## src/rtl/score_text_draw.sv

```systemverilog
// Score text overlay: scans the raster, asks the code provider for the character under the
// beam, fetches its glyph row from the font ROM and paints set pixels over the RGB stream.
// Three-stage pipeline; every timing signal is delayed to stay aligned with the drawn pixel.
module score_text_draw #(
  parameter int unsigned XPOS       = 16,
  parameter int unsigned YPOS       = 8,
  parameter int unsigned COLS       = 2,
  parameter int unsigned ROWS       = 1,
  parameter logic [11:0] TEXT_COLOR = 12'hFFF
) (
  input  logic        clk,
  input  logic        rst,
  input  logic [10:0] hcount_in,
  input  logic [10:0] vcount_in,
  input  logic        hsync_in,
  input  logic        vsync_in,
  input  logic        hblnk_in,
  input  logic        vblnk_in,
  input  logic [11:0] rgb_in,
  output logic [7:0]  char_yx,
  input  logic [7:0]  char_code,
  output logic [3:0]  char_line,
  output logic [10:0] char_addr,
  input  logic [7:0]  char_pixels,
  output logic [10:0] hcount_out,
  output logic [10:0] vcount_out,
  output logic        hsync_out,
  output logic        vsync_out,
  output logic        hblnk_out,
  output logic        vblnk_out,
  output logic [11:0] rgb_out
);

  localparam logic [10:0] XLo = 11'(XPOS);
  localparam logic [10:0] XHi = 11'(XPOS + 8 * COLS);
  localparam logic [10:0] YLo = 11'(YPOS);
  localparam logic [10:0] YHi = 11'(YPOS + 16 * ROWS);

  logic [10:0] rel_x, rel_y;
  logic        in_box;

  // T1 registers
  logic [3:0]  line_d1;
  logic [2:0]  xbit_d1;
  logic        in_box_d1;
  logic [10:0] hcount_d1, vcount_d1;
  logic        hsync_d1, vsync_d1, hblnk_d1, vblnk_d1;
  logic [11:0] rgb_d1;

  // T2 registers
  logic [2:0]  xbit_d2;
  logic        in_box_d2;
  logic [10:0] hcount_d2, vcount_d2;
  logic        hsync_d2, vsync_d2, hblnk_d2, vblnk_d2;
  logic [11:0] rgb_d2;

  logic [2:0]  pix_idx;
  logic        pix;
  logic        unused_bits;

  // T0: box hit test on absolute counters and character request to the provider
  always_comb begin
    rel_x   = hcount_in - XLo;
    rel_y   = vcount_in - YLo;
    in_box  = (hcount_in >= XLo) && (hcount_in < XHi) &&
              (vcount_in >= YLo) && (vcount_in < YHi);
    char_yx = in_box ? {rel_y[7:4], rel_x[6:3]} : 8'hFF;
  end

  // Font ROM address; the provider's char_code is already aligned with T1
  always_comb begin
    char_line = line_d1;
    char_addr = {char_code[6:0], line_d1};
  end

  assign unused_bits = ^{rel_x[10:7], rel_y[10:8], char_code[7]};

  // T1: latch glyph coordinates and first delay of timing/colour
  always_ff @(posedge clk) begin
    if (rst) begin
      line_d1   <= '0;
      xbit_d1   <= '0;
      in_box_d1 <= 1'b0;
      hcount_d1 <= '0;
      vcount_d1 <= '0;
      hsync_d1  <= 1'b0;
      vsync_d1  <= 1'b0;
      hblnk_d1  <= 1'b0;
      vblnk_d1  <= 1'b0;
      rgb_d1    <= '0;
    end else begin
      line_d1   <= rel_y[3:0];
      xbit_d1   <= rel_x[2:0];
      in_box_d1 <= in_box;
      hcount_d1 <= hcount_in;
      vcount_d1 <= vcount_in;
      hsync_d1  <= hsync_in;
      vsync_d1  <= vsync_in;
      hblnk_d1  <= hblnk_in;
      vblnk_d1  <= vblnk_in;
      rgb_d1    <= rgb_in;
    end
  end

  // T2: second delay while the font ROM produces the glyph row
  always_ff @(posedge clk) begin
    if (rst) begin
      xbit_d2   <= '0;
      in_box_d2 <= 1'b0;
      hcount_d2 <= '0;
      vcount_d2 <= '0;
      hsync_d2  <= 1'b0;
      vsync_d2  <= 1'b0;
      hblnk_d2  <= 1'b0;
      vblnk_d2  <= 1'b0;
      rgb_d2    <= '0;
    end else begin
      xbit_d2   <= xbit_d1;
      in_box_d2 <= in_box_d1;
      hcount_d2 <= hcount_d1;
      vcount_d2 <= vcount_d1;
      hsync_d2  <= hsync_d1;
      vsync_d2  <= vsync_d1;
      hblnk_d2  <= hblnk_d1;
      vblnk_d2  <= vblnk_d1;
      rgb_d2    <= rgb_d1;
    end
  end

  // Select the glyph bit under the beam; bit 7 is the leftmost pixel
  always_comb begin
    pix_idx = 3'd7 - xbit_d2;
    pix     = char_pixels[pix_idx];
  end

  // T3: composite text over background, black during blanking
  always_ff @(posedge clk) begin
    if (rst) begin
      hcount_out <= '0;
      vcount_out <= '0;
      hsync_out  <= 1'b0;
      vsync_out  <= 1'b0;
      hblnk_out  <= 1'b0;
      vblnk_out  <= 1'b0;
      rgb_out    <= '0;
    end else begin
      hcount_out <= hcount_d2;
      vcount_out <= vcount_d2;
      hsync_out  <= hsync_d2;
      vsync_out  <= vsync_d2;
      hblnk_out  <= hblnk_d2;
      vblnk_out  <= vblnk_d2;
      if (hblnk_d2 || vblnk_d2) begin
        rgb_out <= 12'h000;
      end else if (in_box_d2 && pix) begin
        rgb_out <= TEXT_COLOR;
      end else begin
        rgb_out <= rgb_d2;
      end
    end
  end

endmodule

```

## config.mk

```make
export PLATFORM = sky130hd
export DESIGN_NAME = score_text_draw
export DESIGN_NICKNAME = d
export VERILOG_FILES = /design/src/rtl/score_text_draw.sv
export SDC_FILE = /design/constraint.sdc
export NUM_CORES = 1
export LEC_CHECK = 0
export ABC_AREA = 1
export CAP_MARGIN = 30
export CORE_ASPECT_RATIO = 2
export CORE_UTILIZATION = 41
export CTS_CLUSTER_SIZE = 24
export DETAILED_ROUTE_END_ITERATION = 8
export HOLD_SLACK_MARGIN = 0.03
export PLACE_DENSITY = 0.74
export SLEW_MARGIN = 20
export SYNTH_ARGS = -nofsm -noshare
export SYNTH_HDL_FRONTEND = slang
export SYNTH_SLANG_ARGS = --single-unit
```

## constraint.sdc

```tcl
create_clock -name clk -period 1 [get_ports clk]
set_input_delay 0.15 -clock clk [delete_from_list [all_inputs] [get_ports clk]]
set_output_delay 0.15 -clock clk [all_outputs]
set_load 0.03 [all_outputs]
```

# Word-level counts from Yosys, hierarchy flattened
# Cells that the tools add are included.
[classes] addsub=3 magnitude_cmp=5 muxes=4 n_reduce_logical=6
[ops] cell="$mux W12" count=1
[ops] cell="$ge A11 B4 Y1 const B" count=1
[ops] cell="$ge A11 B5 Y1 const B" count=1
[ops] cell="$lt A11 B5 Y1 const B" count=1
[ops] cell="$lt A11 B6 Y1 const B" count=1
[ops] cell="$mux W8" count=1
[ops] cell="$sub A8 B4 Y8 const B" count=1
[ops] cell="$sub A7 B5 Y7 const B" count=1
[ops] cell="$logic_and A1 B1 Y1" count=4
[ops] cell="$lt A3 B4 Y1 const B" count=1
[ops] cell="$bmux W1 S3" count=1
[ops] cell="$sub A3 B3 Y3 const A" count=1
[ops] cell="$reduce_or A2 Y1" count=1
[ops] cell="$logic_or A1 B1 Y1" count=1
[ops] cell="$mux W1" count=1
[word_totals] reg_bits=126 in_bits=56 out_inout_bits=61 wordCells=44

# Logic depth before layout (Yosys ltp)
# Gate-level depths: netlist of the first run.
[depth] ltp_word=5 depth_mapped=8 depth_no_buf=7

# Worst setup path before layout of the first run
# OpenSTA, ideal clock, no wires.
[synth_timing] path_kind="input-to-output" from="input port vcount_in[3]" to="output port char_yx[0]" t_arrival_ns=1.155 required_time_ns=0.850 setup_slack_ns=-0.305 path_stages=5 n_path_buf=0 cell_sequence="ha_1 nor2_1 nand2_1 nor3_4 nand4_1"
[synth_via] elab_chain_cells=4 elab_cells_between_ends=5 cone_classes="2 x order compare; 1 x mux; 2 x reduce/logical"
[synth_lines] item="start, declared" line="14" source="input logic [10:0] vcount_in,"
[synth_lines] item="$ge A11 B4 Y1" line="66" source="(vcount_in >= YLo) && (vcount_in < YHi);"
[synth_lines] item="$logic_and A1 B1 Y1" line="65" source="in_box = (hcount_in >= XLo) && (hcount_in < XHi) &&"
[synth_lines] item="$logic_and A1 B1 Y1 *" line="66"
[synth_lines] item="$mux W8 *" line="67" source="char_yx = in_box ? {rel_y[7:4], rel_x[6:3]} : 8'hFF;"
[synth_lines] item="end, declared" line="20" source="output logic [7:0] char_yx,"
# Mark *: on every way between the ends. The rest lies on a longest branch, timed or not.

# Final worst setup path of the first run
[layout_timing] from="input port vcount_in[5]" to="output port char_yx[0]"
# The elaborated chain is that of the path after synthesis.

==> summary.md, run 1 <==
| Metric | Value |
|---|---|
| Status | finished, violations left |
| Failing checks | setup timing |
| Drt first pass iters | 4 |
| Iteration-0 DRC Markers | 76 |
| Yosys top cell by area | dfxtp_1 |
| Post-route clock period utilization | 158% |
| Critical Path Start Type | input pin |
| Pleak | 2.98 nW |
| Final setup fails | 33 |
| I/O pin cnt | 117 |
| Share of cells above drive strength 1 | 43.5% |
| Worst Path Required | 0.85 ns |
| Routed via count | 3103 |
| Achievable frequency | 634 MHz |
| Max cap viols | 0 |
| Final wirelength | 9290 microns |
| Actual slew at the worst max-slew pin | 0.333 ns |
| NetSw | 2.64 mW |
| CTS tree | done |
| Yosys cell types | 22 |
| Pre-CTS setup slack | -1.25 ns |
| Synthesized Nets | 493 |
| CTS root buffer | clkbuf_16 |
| Hold WC Path Type | in -> reg |
| Drt wl/cell | 13.0 microns |
| Largest net degree at the start of global routing | 75 |
| DIE HEIGHT | 138 microns |
| Setup crit end kind | output port |
| Drt drc | 0 |
| Final hold viol count | 0 |
| Gate power share | 9.2% |
| Maximum vdd drop | 1.33 mV |
| Kind of critical path | in -> out |
| FP Rows | 49 |
| Most frequent cells in the layout | inv_1 (107), nor2_1 (103), buf_6 (86) |
| Clock Skews | 0.00581 ns |
| Vias per cell | 4.35 |
| Warnings from Yosys | 0 |
| IO Port Bufs | 101 |
| Yosys reg bits | 117 |
| Avg Synthesized Cell Area | 8.79 sq um |
| Net Sw Frac | 21.5% |
| DIE WIDTH | 70.1 microns |
| Fin nets | 659 |
| H-tree levels | 4 |
| Flop pwr share | 40.1% |
| Syn Inst Count | 433 |
| Layout area overhead | 67.4% |
| # diodes | 0 |
| ANT nets after route | 0 |
| Die area | 0.00970 sq mm |
| Total Routing Usage GR | 21.0% |
| Sequential area share after synthesis | 61.5% |
| # clock sinks | 117 |
| Initial Util | 42.2% |
| DP HPWL | 5070 microns |
| Headroom to the max-slew limit | 77.8% |
| Synthesized cell area | 0.00381 sq mm |
| Clock Tree Buf Depth | 2 |
| Core Util, Final | 70.7% |
| Initial antenna violation count | 0 |
| Area of the multi-input gates | 938 sq um |
| Setup WS post-layout | -0.577 ns |
| Clock transition at path regs | 0.05 ns |
| Max Slew Vio Count | 0 |
| Num CTS Buffers | 17 |
| Grt ovf | 0 |
| FF/Latch Area | 0.00240 sq mm |
| Clock power share | 50.7% |
| RSZ-0062 raised after global routing | yes |
| Fillers | 616 |
| Crit path DAT | 1.43 ns |
| Synth area leaders | dfxtp_1 (62%), inv_1 (12%), nor2_1 (11%) |
| Tmin final | 1.58 ns |
| Commonest non-fill, non-tap cell in the layout | inv_1 |
| Max Fanout on Critical Path | 6 |
| Worst-Skew Late Latency | 0.40 ns |
| Routability cong. | 0.823 |
| First-pass GRT wire length | 15300 microns |
| Internal | 9.63 mW |
| Vias in the first global route | 3335 |
| Core Region | 0.00901 sq mm |
| Post-synth top area share | 61.5% |
| Cell Pwr Density | 1930 mW/mm^2 |
synth_stat cells, drive strengths merged:
| library cell | instances |
|---|---|
| inv | 121 |
| o21ai | 2 |
| buf | 23 |
| nand4 | 12 |
| ha | 4 |
| clkbuf | 5 |
| xnor2 | 1 |
| xor2 | 1 |
| nor3 | 1 |
| or2 | 1 |
| a21oi | 12 |
| dfxtp | 117 |
| nand3 | 7 |
| nand2 | 15 |
| nor2 | 111 |
critical path, stage by stage:
cell	delay, ns
clkdlybuf4s15_2	0.19
nor2_1	0.21
nand2_1	0.16
o21ai_4	0.24
buf_6	0.13
nand4_1	0.15
buf_6	0.18
final timing paths:
kind / from / to / slack [ns] / cells after the start
min: vcount_in[8] / vcount_d1[8]$_SDFF_PP0_ / 0.09 / 3
max reg2reg: xbit_d2[0]$_SDFF_PP0_ / rgb_out[6]$_SDFF_PP0_ / -0.09 / 8
max: vcount_in[5] / char_yx[0] / -0.58 / 7
min reg2reg: vcount_d2[6]$_SDFF_PP0_ / vcount_out[6]$_SDFF_PP0_ / 0.39 / 2
stage by stage:
step	setup TNS (ns)	hold slack, ns	cell area, sq um	std cells	power (mW)
after floorplan	-1.69	0.222	3830	433	5.48
after global placement	-12.52	0.300	4940	634	5.83
after detailed placement	-13.57	0.300	4940	634	5.86
after CTS	-5.69	0.0730	6380	721	12.4
after global routing	-7.56	0.0922	6370	714	12.7
final	-5.06	0.0910	6370	714	12.3
sequential cells by signal (all words and copies together), names as in the netlist, 2 cells and up:
register,count
hcount_out,11
vcount_out,11
hcount_d2,9
xbit_d2,2
vcount_d2,11
rgb_out,12
rgb_d2,12
xbit_d1,2
char_line,4
vcount_d1,8
hcount_d1,9
rgb_d1,12
what timing repair did:
action | 4_1_cts | 5_1_grt
setup buffers | 52 | 3
endpoints found under the hold margin | 3 | 1
gates resized for setup | 246 | 23
endpoints found under the setup margin | 67 | 71
pin swaps | 16 | 6
hold buffers | 3 | 1
per-layer routing:
| metal | global-route usage, % | routed length [microns] | vias to the layer above |
|---|---|---|---|
| met1 | 17.2 | 3060 | 1408 |
| met3 | 6.20 | 344 | 39 |
| met4 | 14.0 | 580 | 0 |
| met2 | 40.9 | 5300 | 108 |
| li1 | - | - | 1548 |
| met5 | 0 | 0 | - |
power groups by stage:
stage | combinational, mW | sequential, mW | clock, mW
detailed placement | 0.849 | 5.01 | 0
floorplan | 0.403 | 5.08 | 0
finish | 1.13 | 4.93 | 6.22
global placement | 0.829 | 5.00 | 0
global route | 1.22 | 4.94 | 6.58
CTS | 1.10 | 4.93 | 6.33
cell type report:
type | count | area share (%)
sequential | 117 | 37.7
timing repair buffer | 175 | 28.3
multi-input combinational | 167 | 14.7
clock buffer | 21 | 7.54
inverter | 121 | 7.33
clock inverter | 11 | 2.32
tap | 102 | 2.00
cells by family (layout without fill, tap and decap cells):
group,Yosys count,count (layout),synth area share (%)
buffers and inverters,149,328,16.5
adder cells (fa/ha/maj),4,4,1.31
AO/OA/AOI/OAI,14,14,3.02
AND/OR/NAND/NOR,147,147,17.1
XOR/XNOR,2,2,0.460
flip-flops,117,117,61.5
No activity file was read; power rests on OpenSTA's default activity.
==> inputs of run 2 (changes only) <==
--- a/config.mk
+++ b/config.mk
@@ -12,7 +12,7 @@
 export CTS_CLUSTER_SIZE = 24
 export DETAILED_ROUTE_END_ITERATION = 8
 export HOLD_SLACK_MARGIN = 0.03
-export PLACE_DENSITY = 0.74
+export PLACE_DENSITY_LB_ADDON = 0.2
 export SLEW_MARGIN = 20
 export SYNTH_ARGS = -nofsm -noshare
 export SYNTH_HDL_FRONTEND = slang
==> constraint.sdc (replaced) <==
create_clock -name clk -period 1 [get_ports clk]
set_input_delay 0.15 -clock clk [delete_from_list [all_inputs] [get_ports clk]]
set_output_delay 0.15 -clock clk [all_outputs]
set_load 0.01 [all_outputs]
==> run 2 against run 1 <==
The flow still finishes with violations (setup timing). Wire length is 12% lower. Setup slack better by 0.17 ns. Global-route usage is 3.3 points lower. Via count is 2.9% lower. Die area stayed put. Non-clock buffer count is 7 lower. Sequential cell count stayed put. Critical path depth is 1 higher. Worst hold slack worse by 0.045 ns. Count of clock-buffer cells in the layout is 2 higher. Cell count is 0.84% lower. Clock skew is 0.0020 ns lower. Critical path type unchanged. Critical endpoint is now char_yx[7]. Highest routed layer unchanged.
==> summary.md, run 2 (synthesis results as in run 1) <==
| Metric | Value |
|---|---|
| Status | finished, violations left (unchanged) |
| Failing checks | setup timing (unchanged) |
| CTS root buffer | clkbuf_16 (unchanged) |
| FP Rows | 49 (unchanged) |
| First-pass GRT wire length | 13200 microns (was 15300 microns) |
| Total power | 11.5 mW (was 12.3 mW) |
| Clock Tree Buf Depth | 2 (unchanged) |
| ANT nets after route | 0 (unchanged) |
| Final setup fails | 26 (was 33) |
| Drt drc | 0 (unchanged) |
| Iteration-0 DRC Markers | 144 (was 76) |
| Total Routing Usage GR | 17.8% (was 21.0%) |
| Max Fanout on Critical Path | 5 (was 6) |
| HP Start | hcount_in[0] (was vcount_in[8]) |
| Max Slew Vio Count | 0 (unchanged) |
| # clock sinks | 117 (unchanged) |
| Finished Layout Cells | 708 (was 714) |
| Routability cong. | 0.809 (was 0.823) |
| Setup WS post-layout | -0.408 ns (was -0.577 ns) |
| Fillers | 747 (was 616) |
| Flop pwr share | 42.6% (was 40.1%) |
| CP max stage delay | 0.26 ns (was 0.24 ns) |
| Cell Chain, Critical Path | buf_6 > inv_4 > ha_4 > nand4_1 > o21ai_4 > buf_4 > nand4_1 > buf_2 (was clkdlybuf4s15_2 > nor2_1 > nand2_1 > o21ai_4 > buf_6 > nand4_1 > buf_6) |
| Crit path DAT | 1.26 ns (was 1.43 ns) |
| Worst-Skew Late Latency | 0.40 ns (about the same) |
| Largest net degree at the start of global routing | 54 (was 75) |
| Clock Skews | 0.00377 ns (was 0.00581 ns) |
| Worst Path Required | 0.85 ns (about the same) |
| Register-to-register setup slack | -0.13 ns (was -0.09 ns) |
| Commonest non-fill, non-tap cell in the layout | nor2_1 (was inv_1) |
| Placed Cells | 638 (was 634) |
| Achievable frequency | 710 MHz (was 634 MHz) |
| Kind of critical path | in -> out (unchanged) |
| Hold EP | xbit_d1[0]$_SDFF_PP0_ (was vcount_d1[8]$_SDFF_PP0_) |
| Biggest regs | rgb_d1 x12, rgb_d2 x12, rgb_out x12 (unchanged) |
| Num CTS Buffers | 17 (unchanged) |
| Initial Util | 42.2% (unchanged) |
| Actual slew at the worst max-slew pin | 0.260 ns (was 0.333 ns) |
| Initial antenna violation count | 0 (unchanged) |
| Grt ovf | 0 (unchanged) |
| CTS tree | done (unchanged) |
| Crit-path slowest cell | o21ai_4 (unchanged) |
| Vias per cell | 4.26 (was 4.35) |
| Crit path top cell by count | nand4_1 (was buf_6) |
| Worst r2r dst | rgb_out[1]$_SDFF_PP0_ (was rgb_out[6]$_SDFF_PP0_) |
| IO Port Bufs | 101 (unchanged) |
| Cell Pwr Density | 1930 mW/mm^2 (about the same) |
| Internal | 9.14 mW (was 9.63 mW) |
| Maximum vdd drop | 1.27 mV (was 1.33 mV) |
| Clock power share | 49.4% (was 50.7%) |
| Vias in the first global route | 2940 (was 3335) |
| Worst hold slack | 0.0457 ns (was 0.0910 ns) |
| Hold WC Path Type | in -> reg (unchanged) |
| Reg2Reg Depth | 7 (was 8) |
| WHS Path Cells | 4 (was 3) |
| H-tree levels | 4 (unchanged) |
| Drt wl/cell | 11.5 microns (was 13.0 microns) |
| Pre-CTS setup slack | -1.12 ns (was -1.25 ns) |
| Core Region | 0.00901 sq mm (unchanged) |
| Final wirelength | 8130 microns (was 9290 microns) |
| Clock transition at path regs | 0.05 ns (about the same) |
| I/O pin cnt | 117 (unchanged) |
| Worst r2r src | xbit_d2[0]$_SDFF_PP0_ (unchanged) |
| Tmin final | 1.41 ns (was 1.58 ns) |
| Area of the multi-input gates | 960 sq um (was 938 sq um) |
| Layout area overhead | 56.9% (was 67.4%) |
| Gate power share | 8.1% (was 9.2%) |
| Post-route clock period utilization | 141% (was 158%) |
| Critical Path Start Type | input pin (unchanged) |
| Drt first pass iters | 4 (unchanged) |
| Die area | 0.00970 sq mm (unchanged) |
| NetSw | 2.41 mW (was 2.64 mW) |
| DIE HEIGHT | 138 microns (unchanged) |
| DP HPWL | 4950 microns (was 5070 microns) |
| FF/Latch Area | 0.00237 sq mm (was 0.00240 sq mm) |
| RSZ-0062 raised after global routing | yes (unchanged) |
| Setup crit end kind | output port (unchanged) |
| DIE WIDTH | 70.1 microns (unchanged) |
| # diodes | 0 (unchanged) |
| Routed via count | 3014 (was 3103) |
| Final hold viol count | 0 (unchanged) |
| Headroom to the max-slew limit | 82.6% (was 77.8%) |
| Fin nets | 653 (was 659) |
| Share of cells above drive strength 1 | 38.6% (was 43.5%) |
| Max cap viols | 0 (unchanged) |
| Pleak | 2.87 nW (was 2.98 nW) |
| Net Sw Frac | 20.8% (was 21.5%) |
| Most frequent cells in the layout | nor2_1 (107), inv_1 (105), dfxtp_1 (98) (was inv_1 (107), nor2_1 (103), buf_6 (86)) |
==> run 2: power by group through the flow <==
stage	sequential (mW)	combinational, mW	clock [mW]
2_1_floorplan	5.01	0.358	0
3_3_place_gp	5.00	0.792	0
3_5_place_dp	5.00	0.802	0
4_1_cts	4.91	0.875	5.83
5_1_grt	4.93	1.02	6.10
6_report	4.92	0.931	5.70
==> run 2: worst max-delay path by stage <==
stage,cells past startpoint,startpoint,to
after floorplan,5,vcount_in[3],char_yx[0]
after global placement,6,vcount_in[3],char_yx[7]
after detailed placement,7,vcount_in[3],char_yx[2]
after CTS,8,vcount_in[4],char_yx[2]
after global routing,8,hcount_in[5],char_yx[7]
final,8,hcount_in[5],char_yx[7]
==> run 2: cell type report <==
class | count | share of cell area [%]
timing repair buffer | 168 | 24.8
multi-input combinational | 168 | 16.1
clock buffer | 23 | 7.83
clock inverter | 9 | 1.72
inverter | 121 | 7.73
tap | 102 | 2.14
sequential | 117 | 39.7
==> run 2: what timing repair did <==
item | in CTS | in global routing
cloned | 2 | 0
pin swaps | 21 | 16
gates resized for setup | 342 | 48
hold buffers | 4 | 0
endpoints found under the hold margin | 4 | 0
buffers inserted | 27 | 6
setup endpoints to repair | 67 | 63
==> run 2: through the flow <==
step	utilization (%)	setup TNS (ns)	area [sq um]
after floorplan	-	-0.294	3850
after global placement	56.4	-12.81	5080
after detailed placement	56.4	-13.42	5080
after CTS	64.4	-4.19	5800
after global routing	66.3	-6.08	5970
final	66.3	-4.26	5970
==> run 2: worst max-delay path: cells and delay by family <==
family | cells | cell delay (ns)
compound gates | 1 | 0.26
fa+ha+maj | 1 | 0.11
buf+inv | 4 | 0.48
simple gates | 2 | 0.25
==> run 2: per-layer routing <==
metal / part of all wire [%] / routed length, microns / global-route usage [%] / vias up
met2: 55 / 4450 / 32.8 / 111
met5: 0 / 0 / 0 / -
li1: - / - / - / 1542
met1: 35 / 2860 / 15.7 / 1328
met3: 5.8 / 472 / 6.41 / 33
met4: 4.4 / 355 / 11.4 / 0
==> inputs of run 3 (changes only) <==
--- a/config.mk
+++ b/config.mk
@@ -8,10 +8,10 @@
 export ABC_AREA = 1
 export CAP_MARGIN = 30
 export CORE_ASPECT_RATIO = 2
-export CORE_UTILIZATION = 41
+export CORE_UTILIZATION = 30
 export CTS_CLUSTER_SIZE = 24
 export DETAILED_ROUTE_END_ITERATION = 8
-export HOLD_SLACK_MARGIN = 0.03
+export GPL_ROUTABILITY_DRIVEN = 0
 export PLACE_DENSITY_LB_ADDON = 0.2
 export SLEW_MARGIN = 20
 export SYNTH_ARGS = -nofsm -noshare
==> run 3 against run 2 <==
The run still ends with setup timing left. Count of clock-buffer cells in the layout down 4. Setup slack better by 0.058 ns. Critical path depth unchanged. Via count down 4.6%. Largest cell class unchanged.
==> summary.md, run 3 (synthesis results as in run 1) <==
| Metric | Value |
|---|---|
| WHS Path Cells | 4 (unchanged) |
| Internal | 9.88 mW (was 9.14 mW) |
| Final setup fails | 28 (was 26) |
| CP max stage delay | 0.17 ns (was 0.26 ns) |
| Post-route clock period utilization | 135% (was 141%) |
| Max cap viols | 0 (unchanged) |
| Critical Path Start Type | input pin (unchanged) |
| ANT nets after route | 0 (unchanged) |
| Initial Util | 31.0% (was 42.2%) |
| Cell Chain, Critical Path | buf_8 > nor2_4 > nand4_4 > buf_6 > nor3_4 > buf_6 > nand4_1 > buf_2 (was buf_6 > inv_4 > ha_4 > nand4_1 > o21ai_4 > buf_4 > nand4_1 > buf_2) |
| Clock Tree Buf Depth | 2 (unchanged) |
| Kind of critical path | in -> out (unchanged) |
| Num CTS Buffers | 17 (unchanged) |
| Crit path DAT | 1.20 ns (was 1.26 ns) |
| Reg2Reg Depth | 8 (was 7) |
| Maximum vdd drop | 1.17 mV (was 1.27 mV) |
| Achievable frequency | 740 MHz (was 710 MHz) |
| Hold EP | xbit_d1[0]$_SDFF_PP0_ (unchanged) |
| Status | finished, violations left (unchanged) |
| Max Fanout on Critical Path | 3 (was 5) |
| Die area | 0.0132 sq mm (was 0.00970 sq mm) |
| Share of cells above drive strength 1 | 39.0% (was 38.6%) |
| Setup WS post-layout | -0.351 ns (was -0.408 ns) |
| Iteration-0 DRC Markers | 36 (was 144) |
| Biggest regs | rgb_d1 x12, rgb_d2 x12, rgb_out x12 (unchanged) |
| Cell Pwr Density | 2040 mW/mm^2 (was 1930 mW/mm^2) |
| Clock transition at path regs | 0.05 ns (about the same) |
| IO Port Bufs | 101 (unchanged) |
| Fin nets | 649 (was 653) |
| Most frequent cells in the layout | nor2_1 (108), inv_1 (107), dfxtp_1 (92) (was nor2_1 (107), inv_1 (105), dfxtp_1 (98)) |
| Final hold viol count | 0 (unchanged) |
| Register-to-register setup slack | -0.12 ns (was -0.13 ns) |
| HP Start | hcount_in[0] (unchanged) |
| Gate power share | 7.2% (was 8.1%) |
| Worst-Skew Late Latency | 0.40 ns (about the same) |
| First-pass GRT wire length | 12800 microns (was 13200 microns) |
| CTS root buffer | clkbuf_16 (unchanged) |
| Core Region | 0.0123 sq mm (was 0.00901 sq mm) |
| Drt wl/cell | 10.7 microns (was 11.5 microns) |
| Hold WC Path Type | in -> reg (unchanged) |
| CTS tree | done (unchanged) |
| Actual slew at the worst max-slew pin | 0.247 ns (was 0.260 ns) |
| Grt ovf | 0 (unchanged) |
| RSZ-0062 raised after global routing | yes (unchanged) |
| Failing checks | setup timing (unchanged) |
| Flop pwr share | 39.4% (was 42.6%) |
| Fillers | 1184 (was 747) |
| DIE WIDTH | 81.6 microns (was 70.1 microns) |
| Buffers & Inverters on Critical Path | 4 (unchanged) |
| H-tree levels | 4 (unchanged) |
| Commonest non-fill, non-tap cell in the layout | nor2_1 (unchanged) |
| DP HPWL | 5120 microns (was 4950 microns) |
| Worst r2r src | xbit_d2[0]$_SDFF_PP0_ (unchanged) |
| FF/Latch Area | 0.00238 sq mm (was 0.00237 sq mm) |
| I/O pin cnt | 117 (unchanged) |
| Routed via count | 2875 (was 3014) |
| NetSw | 2.59 mW (was 2.41 mW) |
| Initial antenna violation count | 0 (unchanged) |
| Final wirelength | 7980 microns (was 8130 microns) |
| Vias in the first global route | 2843 (was 2940) |
| Clock power share | 53.4% (was 49.4%) |
| # diodes | 0 (unchanged) |
| Drt first pass iters | 4 (unchanged) |
| # clock sinks | 117 (unchanged) |
| Total Routing Usage GR | 13.0% (was 17.8%) |
| Headroom to the max-slew limit | 83.5% (was 82.6%) |
| Area of the multi-input gates | 972 sq um (was 960 sq um) |
| Setup crit end kind | output port (unchanged) |
| Tmin final | 1.35 ns (was 1.41 ns) |
| Pleak | 2.89 nW (was 2.87 nW) |
| DIE HEIGHT | 161 microns (was 138 microns) |
| Clock Skews | 0.0103 ns (was 0.00377 ns) |
| Worst hold slack | 0.0625 ns (was 0.0457 ns) |
| FP Rows | 57 (was 49) |
| Largest net degree at the start of global routing | 57 (was 54) |
| Critical path's top delay family | buffers and inverters (unchanged) |
| Worst r2r dst | rgb_out[2]$_SDFF_PP0_ (was rgb_out[1]$_SDFF_PP0_) |
| Worst Path Required | 0.85 ns (about the same) |
| Max Slew Vio Count | 0 (unchanged) |
| Net Sw Frac | 20.8% (about the same) |
| Crit-path slowest cell | buf_2 (was o21ai_4) |
| Crit path top cell by count | buf_6 (was nand4_1) |
| Setup tns final | -3.99 ns (was -4.26 ns) |
| Vias per cell | 3.84 (was 4.26) |
| Layout area overhead | 60.7% (was 56.9%) |
| Drt drc | 0 (unchanged) |
## run 3: worst max path at each step
stage / start / slack, ns / end / depth (start not counted)
after global placement: vcount_in[3] / -1.10 / char_yx[7] / 6
after detailed placement: vcount_in[3] / -1.16 / char_yx[5] / 7
after floorplan: vcount_in[3] / -0.04 / char_yx[0] / 5
final: vcount_in[6] / -0.35 / char_yx[6] / 8
after global routing: vcount_in[6] / -0.41 / char_yx[6] / 8
after CTS: vcount_in[7] / -0.34 / char_yx[0] / 8
## run 3: worst reg2reg max path: cells and delay by family (launching register included)
kind	cells	cell delay [ns]
buffers and inverters	2	0.24
AOI/OAI and AO/OA	1	0.13
DFF	1	0.36
and+or+nand+nor	5	0.33
## run 3: metrics by stage
stage / utilization, % / cell area (sq um) / power, mW / instances / setup WS [ns]
CTS: 48.0 / 5890 / 12.6 / 745 / -0.343
global route: 49.8 / 6110 / 13.0 / 749 / -0.408
floorplan: - / 3850 / 5.37 / 433 / -0.0363
detailed placement: 41.8 / 5130 / 5.81 / 682 / -1.16
global placement: 41.8 / 5130 / 5.79 / 682 / -1.10
finish: 49.8 / 6110 / 12.5 / 749 / -0.351
## run 3: final cells by class
cell class	instances	share of cell area, %
Sequential cell	117	38.9
Clock inverter	13	3.54
Tap cell	147	3.01
Clock buffer	19	7.24
Timing Repair Buffer	164	23.9
Multi-Input combinational cell	168	15.9
Inverter	121	7.59
## run 3: what timing repair did
| item | 4_1_cts | 5_1_grt |
|---|---|---|
| setup buffers | 26 | 3 |
| endpoints found under the setup margin | 67 | 64 |
| gates cloned | 1 | 1 |
| hold endpoints to repair | 4 | 0 |
| gates resized for setup | 336 | 55 |
| hold buffers | 4 | 0 |
| pin swaps | 19 | 7 |
## run 3: power by group through the flow
| stage | Sequential [mW] | Clock, mW | Combinational [mW] |
|---|---|---|---|
| 2_1_floorplan | 5.01 | 0 | 0.358 |
| 3_3_place_gp | 5.00 | 0 | 0.795 |
| 3_5_place_dp | 5.00 | 0 | 0.802 |
| 4_1_cts | 4.91 | 6.83 | 0.863 |
| 5_1_grt | 4.93 | 7.06 | 0.995 |
| 6_report | 4.91 | 6.65 | 0.901 |
## run 3: per-layer routing
layer / wire length, microns / share of wire (%) / GRT usage [%] / up-vias
li1: - / - / - / 1530
met1: 2860 / 36 / 11.9 / 1261
met2: 4660 / 58 / 24.1 / 76
met3: 327 / 4.1 / 4.01 / 8
met4: 142 / 1.8 / 7.50 / 0
met5: 0 / 0 / 0 / -
